## config.mk

```make
export PLATFORM = sky130hd
export DESIGN_NAME = dwc_round_ctrl
export DESIGN_NICKNAME = d
export VERILOG_FILES = /design/src/rtl/dwc_pkg.sv /design/src/rtl/dwc_watchdog.sv /design/src/rtl/dwc_round_ctrl.sv
export SDC_FILE = /design/constraint.sdc
export NUM_CORES = 1
export LEC_CHECK = 0
export CORE_UTILIZATION = 40
export CTS_BUF_LIST = sky130_fd_sc_hd__clkbuf_2 sky130_fd_sc_hd__clkbuf_4 sky130_fd_sc_hd__clkbuf_8
export CTS_CLUSTER_SIZE = 28
export DETAILED_ROUTE_END_ITERATION = 6
export GPL_TIMING_DRIVEN = 0
export HOLD_SLACK_MARGIN = 0.15
export PLACE_DENSITY_LB_ADDON = 0.12
export RECOVER_POWER = 25
export SYNTH_ARGS = -nofsm -noshare
export SYNTH_HDL_FRONTEND = slang
export SYNTH_SLANG_ARGS = --single-unit
```

## constraint.sdc

```tcl
create_clock -name clk -period 5.4 [get_ports clk]
set_input_delay 1.08 -clock clk [delete_from_list [all_inputs] [get_ports clk]]
set_output_delay 1.08 -clock clk [all_outputs]
set_load 0.02 [all_outputs]
```

## src/rtl/dwc_pkg.sv

```systemverilog
// Shared types for the duplicate-with-compare round controller.
// Holds the FSM state and round-outcome encodings plus a saturating increment.
package dwc_pkg;

  localparam int MM_CNT_W = 8;

  typedef enum logic [2:0] {
    IDLE,
    COLLECT,
    COMPARE,
    IRQ_WAIT,
    FAULT
  } state_t;

  typedef enum logic [1:0] {
    RES_NONE     = 2'b00,
    RES_MATCH    = 2'b01,
    RES_MISMATCH = 2'b10,
    RES_TIMEOUT  = 2'b11
  } result_t;

  function automatic logic [MM_CNT_W-1:0] sat_inc(
    input logic [MM_CNT_W-1:0] v
  );
    return (&v) ? v : v + 1'b1;
  endfunction

endpackage

```

## src/rtl/dwc_watchdog.sv

```systemverilog
// Partner-core watchdog: counts while enabled, expire at TIMEOUT_CYC-1.
// Ports: clk, reset (async high), clr, en -> expire.
module dwc_watchdog #(
  parameter int TIMEOUT_CYC = 1024
) (
  input  logic clk,
  input  logic reset,
  input  logic clr,
  input  logic en,
  output logic expire
);

  localparam int CW = $clog2(TIMEOUT_CYC);
  localparam logic [CW-1:0] LAST = CW'(TIMEOUT_CYC - 1);

  logic [CW-1:0] cnt;

  always_ff @(posedge clk or posedge reset) begin
    if (reset) begin
      cnt <= '0;
    end else if (clr) begin
      cnt <= '0;
    end else if (en && cnt != LAST) begin
      cnt <= cnt + 1'b1;
    end
  end

  assign expire = en && (cnt == LAST);

endmodule

```

## src/rtl/dwc_round_ctrl.sv

```systemverilog
// Duplicate-with-compare round sequencer for two cores (A, B); macro DWC_TIMEOUT_EN
// enables the partner watchdog. Ports: clk, reset, a/b_data, a/b_wr, irq_ack ->
// irq, result, mismatch_cnt, round_cnt, overrun, fault, busy.
import dwc_pkg::*;

module dwc_round_ctrl #(
  parameter int DATA_W         = 32,
  parameter int TIMEOUT_CYC    = 1024,
  parameter int MISMATCH_LIMIT = 3,
  parameter int CNT_W          = 16
) (
  input  logic              clk,
  input  logic              reset,
  input  logic [DATA_W-1:0] a_data,
  input  logic              a_wr,
  input  logic [DATA_W-1:0] b_data,
  input  logic              b_wr,
  input  logic              irq_ack,
  output logic              irq,
  output logic [1:0]        result,
  output logic [7:0]        mismatch_cnt,
  output logic [CNT_W-1:0]  round_cnt,
  output logic              overrun,
  output logic              fault,
  output logic              busy
);

  localparam logic [MM_CNT_W-1:0] MM_LIM = MM_CNT_W'(MISMATCH_LIMIT);

  state_t               state;
  state_t               state_nx;
  logic [DATA_W-1:0]    a_q;
  logic [DATA_W-1:0]    b_q;
  logic                 have_a;
  logic                 have_b;
  result_t              res_q;
  logic [MM_CNT_W-1:0]  mm_q;
  logic                 expire;
  logic                 cap_a;
  logic                 cap_b;
  logic                 drop;
  logic                 partner;
  logic                 tmo;
  logic                 ack;

`ifdef DWC_TIMEOUT_EN
  dwc_watchdog #(
    .TIMEOUT_CYC(TIMEOUT_CYC)
  ) u_wd (
    .clk   (clk),
    .reset (reset),
    .clr   (state != COLLECT),
    .en    (state == COLLECT),
    .expire(expire)
  );
`else
  // No watchdog: COLLECT waits for the partner forever.
  assign expire = (TIMEOUT_CYC < 0);
`endif

  // A side is captured in IDLE, or in COLLECT only if it is still missing.
  assign cap_a = a_wr && (state == IDLE ||
                 (state == COLLECT && !have_a));
  assign cap_b = b_wr && (state == IDLE ||
                 (state == COLLECT && !have_b));

  assign drop = ((a_wr && !cap_a) || (b_wr && !cap_b)) &&
                (state inside {COLLECT, COMPARE, IRQ_WAIT});

  // A partner strobe on the expiry cycle beats the timeout.
  assign partner = (state == COLLECT) && (cap_a || cap_b);
  assign tmo     = expire && !partner;
  assign ack     = (state == IRQ_WAIT) && irq_ack;

  always_ff @(posedge clk or posedge reset) begin
    if (reset) begin
      state <= IDLE;
    end else begin
      state <= state_nx;
    end
  end

  always_comb begin
    state_nx = state;
    unique case (state)
      IDLE: begin
        if (a_wr && b_wr) begin
          state_nx = COMPARE;
        end else if (a_wr || b_wr) begin
          state_nx = COLLECT;
        end
      end
      COLLECT: begin
        if (partner) begin
          state_nx = COMPARE;
        end else if (tmo) begin
          state_nx = IRQ_WAIT;
        end
      end
      COMPARE: state_nx = IRQ_WAIT;
      IRQ_WAIT: begin
        if (ack) begin
          state_nx = (mm_q >= MM_LIM) ? FAULT : IDLE;
        end
      end
      FAULT:   state_nx = FAULT;
      default: state_nx = IDLE;
    endcase
  end

  always_comb begin
    irq          = (state == IRQ_WAIT);
    busy         = (state != IDLE);
    fault        = (state == FAULT);
    result       = res_q;
    mismatch_cnt = mm_q;
  end

  always_ff @(posedge clk or posedge reset) begin
    if (reset) begin
      a_q       <= '0;
      b_q       <= '0;
      have_a    <= 1'b0;
      have_b    <= 1'b0;
      res_q     <= RES_NONE;
      mm_q      <= '0;
      round_cnt <= '0;
      overrun   <= 1'b0;
    end else begin
      if (cap_a) begin
        a_q    <= a_data;
        have_a <= 1'b1;
      end
      if (cap_b) begin
        b_q    <= b_data;
        have_b <= 1'b1;
      end
      if (state == COMPARE) begin
        if (a_q == b_q) begin
          res_q <= RES_MATCH;
          mm_q  <= '0;
        end else begin
          res_q <= RES_MISMATCH;
          mm_q  <= sat_inc(mm_q);
        end
      end
      if (tmo) begin
        res_q <= RES_TIMEOUT;
        mm_q  <= sat_inc(mm_q);
      end
      if (ack) begin
        round_cnt <= round_cnt + 1'b1;
        have_a    <= 1'b0;
        have_b    <= 1'b0;
        overrun   <= 1'b0;
      end
      // A drop on the ack cycle still leaves overrun set.
      if (drop) begin
        overrun <= 1'b1;
      end
    end
  end

endmodule

```

==> flow_summary.yaml, run 1 <==
outcome:
  status: "complete, but fails checks"
  violations: "max-capacitance violations, max-slew violations"
routing:
  num_vias: 2930
  firstDrtPassIters: 4
  route.final.wire_length_mm: 8.892
  wl_per_cell_um: 14.97
  vias_per_cell: 4.933
  drc_errors: 0
  drt_iter0_drc: 81
  antenna_left: 0
sta:
  setup_viol: 0
  hold_viol_final: 0
  rsz0062_at_grt: "no"
  tns_ps: 0
  finalMaxSlewViolations: 66
  post-route-min-period_ps: 3647
  timing.fmax_mhz: 274.2
  finalCritPeriodShare_pct: 67.53
  clock-skew-final_ps: 10.47
  max_slew_margin_pct: -6.017
  worstMarginPinSlew_ps: 1590
global_route:
  grt_pass1_vias: 2893
  grt_start_max_net_pins: 66
  grt_pass1_wl_mm: 14.62
  grt-ovfl-total: 0
  grt_antenna_before_repair: 0
  grt.total_usage_pct: 16.94
power:
  clkPwrFrac_pct: 15.6
  switching_power_w: 0.0009686
  switching_share_pct: 34.77
  internal_power_w: 0.001817
  pwr-share-comb_pct: 39.4
  power.total_w: 0.002786
  p_per_area_mw_per_mm2: 495.6
  ir_drop_v: 0.0002167
  p_leak_nw: 2.348
  p_seq_share_pct: 45.0
cts:
  clock_path_buffers: 2
  clk_pin_slew_worst_paths_ps: 90
  cts.repair.resized: 0
  cts_max_level: 3
  cts_tree: "built"
  cts.sinks: 96
  cts_setup_buffers: 0
  cts-root-buf: "clkbuf_8"
  worstSkewPairLatency_ps: 360
  ctsHoldBuffers: 0
  cts_buffers: 9
yosys:
  ys.flop_type: "dfrtp_1"
  async_flop_share_pct: 100.0
  ys_types: 39
  yosys_warnings: 0
  postSynthCellCount: 345
  syn-num-nets: 416
  synth-seq-cells: 96
  avgSynthCellArea_um2: 12.50
  synth_edf_count: 0
  ys_seq_area_share_pct: 55.72
  synth_area_mm2: 0.004312
setup_path:
  crit-reg2reg-launch: "a_q[18]"
  worstPathCellList: "dlygate4sd3_1 -> clkinvlp_2 -> clkbuf_2"
  cp-start-kind: "input pin"
  slowest_delay_ps: 1280
  crit_type: "in2async"
  regToRegSetupSlack_ps: 3180
  worstPathArrival_ps: 3830
  critPathMaxFanout: 65
  critPathCaptureType: "asynchronous set/reset pin"
  r2r-end: "mismatch_cnt[1]"
  worstPathRequired_ps: 5590
  path_delay_family: "buffers and inverters"
  slowest_stage: "clkbuf_2"
  critPathBufInv: 3
  reg2reg_depth: 6
floorplanning:
  core.rowCount: 37
  die_y_um: 105.8
  die_area_mm2: 0.01120
  pin_count: 99
  die_x_um: 105.8
  core-area_mm2: 0.01037
  initial_core_util_pct: 41.58
final_layout:
  layout_common_cells: "dfrtp_1 (96), clkdlybuf4s50_1 (94), mux2_2 (65)"
  fillCellCount: 932
  final_cell_area_mm2: 0.005622
  drive_gt1_share_pct: 21.18
  area_growth_pct: 30.38
  multi_input_area_mm2: 0.001823
  layout_commonest_cell: "dfrtp_1"
  register_area_mm2: 0.002402
  diodes: 0
  num-nets-final: 524
  layoutNonFillerInstCount: 594
place:
  dp_hpwl_mm: 6.489
  post_dp_cell_area_mm2: 0.005473
  numPortBuffers: 96
  place.gp.congestion: 0.7634
  dp.cells: 578
hold_path:
  hold_path_depth: 1
  worstHoldStart: "round_cnt[15]"
  hp-class: "reg2reg"
  hold_end: "round_cnt[15]"
run:
  cap_violations: 1
[metrics by stage]
stage / utilization, % / hold WS (ps) / setup WS [ps]
after floorplan: - / 485.3 / 1815
final: 54.21 / 477.4 / 1753
after CTS: 54.51 / 480.7 / 2291
after global routing: 54.21 / 493.7 / 1182
after global placement: 52.49 / 457.5 / 259.4
after detailed placement: 52.78 / 467.2 / 2507
[routing by layer]
metal,track usage (%),vias up,wire length [um]
li1,-,1421,-
met2,28.20,62,4511
met1,21.89,1439,3889
met4,3.869,0,72
met3,4.762,8,418
met5,0,-,0
[power by group through the flow]
stage	logic (W)	registers, W	clock network, W
2_1_floorplan	0.000752	0.00127	0
3_3_place_gp	0.00109	0.00126	0
3_5_place_dp	0.00113	0.00127	0
4_1_cts	0.00113	0.00126	0.000450
5_1_grt	0.00121	0.00130	0.000483
6_report	0.00110	0.00125	0.000434
[synthesized netlist by cell type (2+ instances only)]
cell | instances | share of area [%]
o22a_1 | 2 | 0.41
and2_1 | 2 | 0.29
xnor2_1 | 11 | 2.2
buf_2 | 6 | 0.70
a21oi_1 | 10 | 1.2
mux2_2 | 65 | 17
o21ai_0 | 9 | 1.0
buf_6 | 2 | 0.52
nand4_1 | 5 | 0.73
clkbuf_1 | 5 | 0.44
nor3_1 | 5 | 0.58
a21o_1 | 4 | 0.70
dfrtp_1 | 96 | 56
inv_1 | 4 | 0.35
and3_1 | 3 | 0.44
o21a_1 | 2 | 0.35
nor4_1 | 10 | 1.5
ha_1 | 2 | 0.58
nor2_1 | 16 | 1.4
nand2_1 | 24 | 2.1
or3_1 | 2 | 0.29
nand3_1 | 8 | 0.93
xor2_1 | 36 | 7.3
[flip-flops by register name, summed over array words and instances, names as in the netlist]
| signal | flops |
|---|---|
| overrun | 1 |
| state | 3 |
| have_a | 1 |
| mismatch_cnt | 8 |
| have_b | 1 |
| round_cnt | 16 |
| b_q | 32 |
| a_q | 32 |
| result | 2 |
[cell type report]
class / count / area share (%)
Buffer: 13 / 1.135
Clock buffer: 11 / 2.471
Clock inverter: 5 / 0.7345
Inverter: 4 / 0.2893
Multi-Input combinational cell: 232 / 32.43
Sequential cell: 96 / 42.73
Tap cell: 136 / 3.027
Timing Repair Buffer: 97 / 17.18
[cell families after synthesis]
group           after synthesis  synth area share [%]
flops                        96                 55.72
simple gates                 86                 10.59
mux                          65                 16.98
xor+xnor                     47                 9.547
compound gates               32                 4.585
buf+inv                      17                 2.002
fa+ha+maj                     2                0.5803
[how the worst max path moves through the flow]
stage / cells after the start / slack [ps] / end / startpoint
floorplan: 1 / 1810 / a_q[0] / reset
global placement: 2 / 260 / a_q[18] / reset
detailed placement: 8 / 2510 / round_cnt[15] / irq_ack
CTS: 3 / 2290 / busy / state[0]
global route: 3 / 1180 / a_q[28] / reset
finish: 3 / 1750 / b_q[16] / reset
No activity file was read; power rests on OpenSTA's default activity.
==> run 2, diff against run 1 <==
clock period = 3.6 ns   (was 5.4 ns; I/O delays follow)
==> run 2 against run 1 <==
  * The run now ends clean
  * Combinational power rose by 50%
  * Sequential share of layout area about the same
  * First-iteration DRC count grew 1.2%
  * Via count about the same
  * Non-clock buffer count did not move
  * Sequential power up 50%
  * Flip-flop and latch count stayed put
  * Critical path type is now reg2out
==> flow_summary.yaml, run 2 (same netlist as run 1, synthesis figures left out) <==
sta:
  rsz0062_at_grt: "no"
  post-route-min-period_ps: 2732
  max_slew_margin_pct: 4.229
  tns_ps: 0
  setup_viol: 0
  finalCritPeriodShare_pct: 75.90
  timing.fmax_mhz: 366.0
  fin_ws_ps: 867.7
  holdWs_ps: 477.4
  clock-skew-final_ps: 10.52
  worstMarginPinSlew_ps: 1429
  hold_viol_final: 0
  finalMaxSlewViolations: 0
global_route:
  grt-ovfl-total: 0
  grt_pass1_wl_mm: 14.62
  grt_start_max_net_pins: 66
  grt.total_usage_pct: 16.94
  grt_pass1_vias: 2893
  grt_antenna_before_repair: 0
hold_path:
  hold_path_depth: 1
  hold_end: "round_cnt[15]"
  hp-class: "reg2reg"
  worstHoldStart: "round_cnt[15]"
setup_path:
  cp-start-kind: "register"
  crit-reg2reg-launch: "a_q[18]"
  critPathCaptureType: "output pin"
  worstPathArrival_ps: 2010
  r2r-end: "mismatch_cnt[1]"
  critPathMaxFanout: 10
  crit_type: "reg2out"
  reg2reg_depth: 6
  worstPathRequired_ps: 2880
  regToRegSetupSlack_ps: 1380
run:
  cap_violations: 0
place:
  post_dp_cell_area_mm2: 0.005473
  place.gp.congestion: 0.7634
  place_ws_ps: 1067
  dp_hpwl_mm: 6.489
  numPortBuffers: 96
floorplanning:
  die_y_um: 105.8
  die_area_mm2: 0.01120
  initial_core_util_pct: 41.58
  core-area_mm2: 0.01037
  pin_count: 99
  core.rowCount: 37
  die_x_um: 105.8
final_layout:
  area_growth_pct: 30.44
  reg.largest.list: "a_q: 32 flops, b_q: 32 flops, round_cnt: 16 flops"
  diodes: 0
  num-nets-final: 524
  final_cell_area_mm2: 0.005624
  layout_commonest_cell: "dfrtp_1"
  drive_gt1_share_pct: 21.18
  layout_common_cells: "dfrtp_1 (96), clkdlybuf4s50_1 (94), mux2_2 (65)"
cts:
  cts_max_level: 3
  cts.repair.resized: 0
  clk_pin_slew_worst_paths_ps: 90
  cts-root-buf: "clkbuf_8"
  ctsHoldBuffers: 0
  cts_buffers: 9
  cts_setup_buffers: 0
  clock_path_buffers: 2
  cts.sinks: 96
  worstSkewPairLatency_ps: 360
  cts_tree: "built"
routing:
  drt_iter0_drc: 82
  route.final.wire_length_mm: 8.894
  antenna_left: 0
  vias_per_cell: 4.931
  firstDrtPassIters: 4
  drc_errors: 0
  wl_per_cell_um: 14.97
  num_vias: 2929
power:
  internal_power_w: 0.002726
  p_leak_nw: 2.349
  power.total_w: 0.004179
  p_seq_share_pct: 45.0
  ir_drop_v: 0.0003251
  p_per_area_mw_per_mm2: 743.1
  switching_share_pct: 34.77
  switching_power_w: 0.001453
  pwr-share-comb_pct: 39.4
  clkPwrFrac_pct: 15.6
outcome:
  status: "finished, final reports clean"
## run 2: cell type report
class	instances	area (um2)
fill	931	4746
buffer	13	63.81
tap	136	170.2
clock buffer	11	138.9
timing repair buffer	97	968.4
inverter	4	16.27
clock inverter	5	41.29
multi-input combinational	232	1823
sequential	96	2402
## run 2: routing by layer
metal  wire, um  track usage, %
met1       3891           21.89
met2       4511           28.20
met3        418           4.762
met4         72           3.869
met5          0               0
## run 2: worst max-delay path by stage
stage	startpoint	endpoint	cells past startpoint
floorplan	reset	a_q[0]	1
global placement	reset	a_q[18]	2
detailed placement	irq_ack	round_cnt[15]	8
CTS	state[0]	busy	3
global route	reset	a_q[28]	3
finish	state[0]	busy	3
## run 2: critical path: stages (launching register included)
cell             delay [ps]
dfrtp_1                 400
clkbuf_1                210
or3_2                   500
clkdlybuf4s50_1         550
## run 2: power groups by stage
stage	sequential [W]	clock, W	combinational, W
3_3_place_gp	0.00189	0	0.00164
5_1_grt	0.00195	0.000725	0.00182
4_1_cts	0.00188	0.000675	0.00169
6_report	0.00188	0.000651	0.00165
3_5_place_dp	0.00191	0	0.00169
2_1_floorplan	0.00191	0	0.00113
## run 2: metrics by stage
| step | utilization [%] | std cells |
|---|---|---|
| after CTS | 54.51 | 594 |
| after detailed placement | 52.78 | 578 |
| after global routing | 54.24 | 594 |
| final | 54.24 | 594 |
| after global placement | 52.49 | 577 |
| after floorplan | - | 345 |
==> run 3, diff against run 2 <==
clock period = 2.75 ns   (was 3.6 ns; I/O delays follow)
==> run 3 against run 2 <==
  * Power is 34% higher
  * Count of clock-buffer cells in the layout rose by 1
  * Core utilization grew 0.37 points
  * Global-route usage is 0.30 points lower
  * Combinational power is 29% higher
  * Final area is 0.69% higher
  * Die area did not move
  * Clock skew shrank 5.9 ps
==> flow_summary.yaml, run 3 (same netlist as run 1, synthesis figures left out) <==
cts:
  cts_max_level: 3
  clock_path_buffers: 2
  worstSkewPairLatency_ps: 350
  ctsHoldBuffers: 0
  cts.repair.resized: 0
  cts_buffers: 9
  cts_tree: "built"
  clk_pin_slew_worst_paths_ps: 90
  cts.sinks: 96
  cts_setup_buffers: 0
  cts-root-buf: "clkbuf_8"
global_route:
  grt-ovfl-total: 0
  grt.total_usage_pct: 16.64
  grt_pass1_vias: 2918
  grt_start_max_net_pins: 35
  grt_pass1_wl_mm: 14.26
  grt_antenna_before_repair: 0
sta:
  rsz0062_at_grt: "no"
  post-route-min-period_ps: 2570
  worstMarginPinSlew_ps: 1349
  hold_viol_final: 0
  timing.fmax_mhz: 389.1
  finalMaxSlewViolations: 0
  fin_ws_ps: 180.3
  finalCritPeriodShare_pct: 93.44
  setup_viol: 0
  max_slew_margin_pct: 9.580
  holdWs_ps: 479.2
  clock-skew-final_ps: 4.671
  tns_ps: 0
hold_path:
  hp-class: "reg2reg"
  worstHoldStart: "round_cnt[15]"
  hold_end: "round_cnt[15]"
  hold_path_depth: 1
floorplanning:
  die_y_um: 105.8
  core.rowCount: 37
  die_x_um: 105.8
  pin_count: 99
  die_area_mm2: 0.01120
  core-area_mm2: 0.01037
  initial_core_util_pct: 41.58
final_layout:
  area_growth_pct: 31.34
  reg.largest.list: "a_q: 32 flops, b_q: 32 flops, round_cnt: 16 flops"
  drive_gt1_share_pct: 20.96
  layout_commonest_cell: "dfrtp_1"
  fillCellCount: 927
  diodes: 0
  layout_common_cells: "dfrtp_1 (96), clkdlybuf4s50_1 (95), mux2_2 (65)"
  num-nets-final: 525
power:
  p_leak_nw: 2.376
  ir_drop_v: 0.0004230
  p_per_area_mw_per_mm2: 991.3
  power.total_w: 0.005614
place:
  numPortBuffers: 96
  place.gp.congestion: 0.7706
  dp_hpwl_mm: 6.427
  place_ws_ps: 414.2
setup_path:
  critPathCaptureType: "output pin"
  critPathMaxFanout: 10
  crit-reg2reg-launch: "state[1]"
  r2r-end: "round_cnt[15]"
  worstPathRequired_ps: 2200
  worstPathArrival_ps: 2020
  reg2reg_depth: 8
  cp-start-kind: "register"
  regToRegSetupSlack_ps: 550
  crit_type: "reg2out"
routing:
  vias_per_cell: 4.958
  firstDrtPassIters: 4
  drc_errors: 0
  num_vias: 2945
  antenna_left: 0
  route.final.wire_length_mm: 8.606
  wl_per_cell_um: 14.49
  drt_iter0_drc: 95
outcome:
  status: "finished, final reports clean"
run:
  cap_violations: 0
-- run 3: cell type report --
type / instances / area [um2] / share of cell area, %
inverter: 4 / 16.27 / 0.2872
sequential: 96 / 2402 / 42.42
tap: 136 / 170.2 / 3.005
buffer: 13 / 56.30 / 0.9943
clock buffer: 12 / 158.9 / 2.806
timing repair buffer: 98 / 970.9 / 17.15
multi-input combinational: 232 / 1823 / 32.19
clock inverter: 3 / 65.06 / 1.149
-- run 3: critical path, cell delays in order, from the launching register on --
cell and delay (ps):
dfrtp_1 400, clkbuf_1 210, or3_2 510, clkdlybuf4s50_1 550
-- run 3: how the worst max path moves through the flow --
| stage | startpoint | cells past startpoint | to |
|---|---|---|---|
| floorplan | state[0] | 7 | state[1] |
| global placement | reset | 2 | mismatch_cnt[0] |
| detailed placement | irq_ack | 8 | round_cnt[15] |
| CTS | state[0] | 3 | busy |
| global route | reset | 3 | mismatch_cnt[6] |
| finish | state[0] | 3 | busy |
-- run 3: metal layers --
layer  global-route usage (%)  share of wire (%)  up-vias
met3                    3.463                4.6       11
met4                    6.845                1.5        0
met5                        0                  0        -
met2                    27.82                 50       69
li1                         -                  -     1424
met1                    20.94                 44     1441
-- run 3: report_power, final --
part           total (W)  internal [W]  switching, W
Combinational    0.00213       0.00118      0.000948
Sequential       0.00246       0.00202      0.000439
Clock            0.00103      0.000566      0.000460
Total            0.00561       0.00377       0.00185
-- run 3: through the flow --
stage               instance area, um2  instances  util, %
floorplan                         4315        345        -
global placement                  5446        577    52.52
detailed placement                5487        579    52.91
CTS                               5710        594    55.07
global route                      5663        594    54.61
finish                            5663        594    54.61
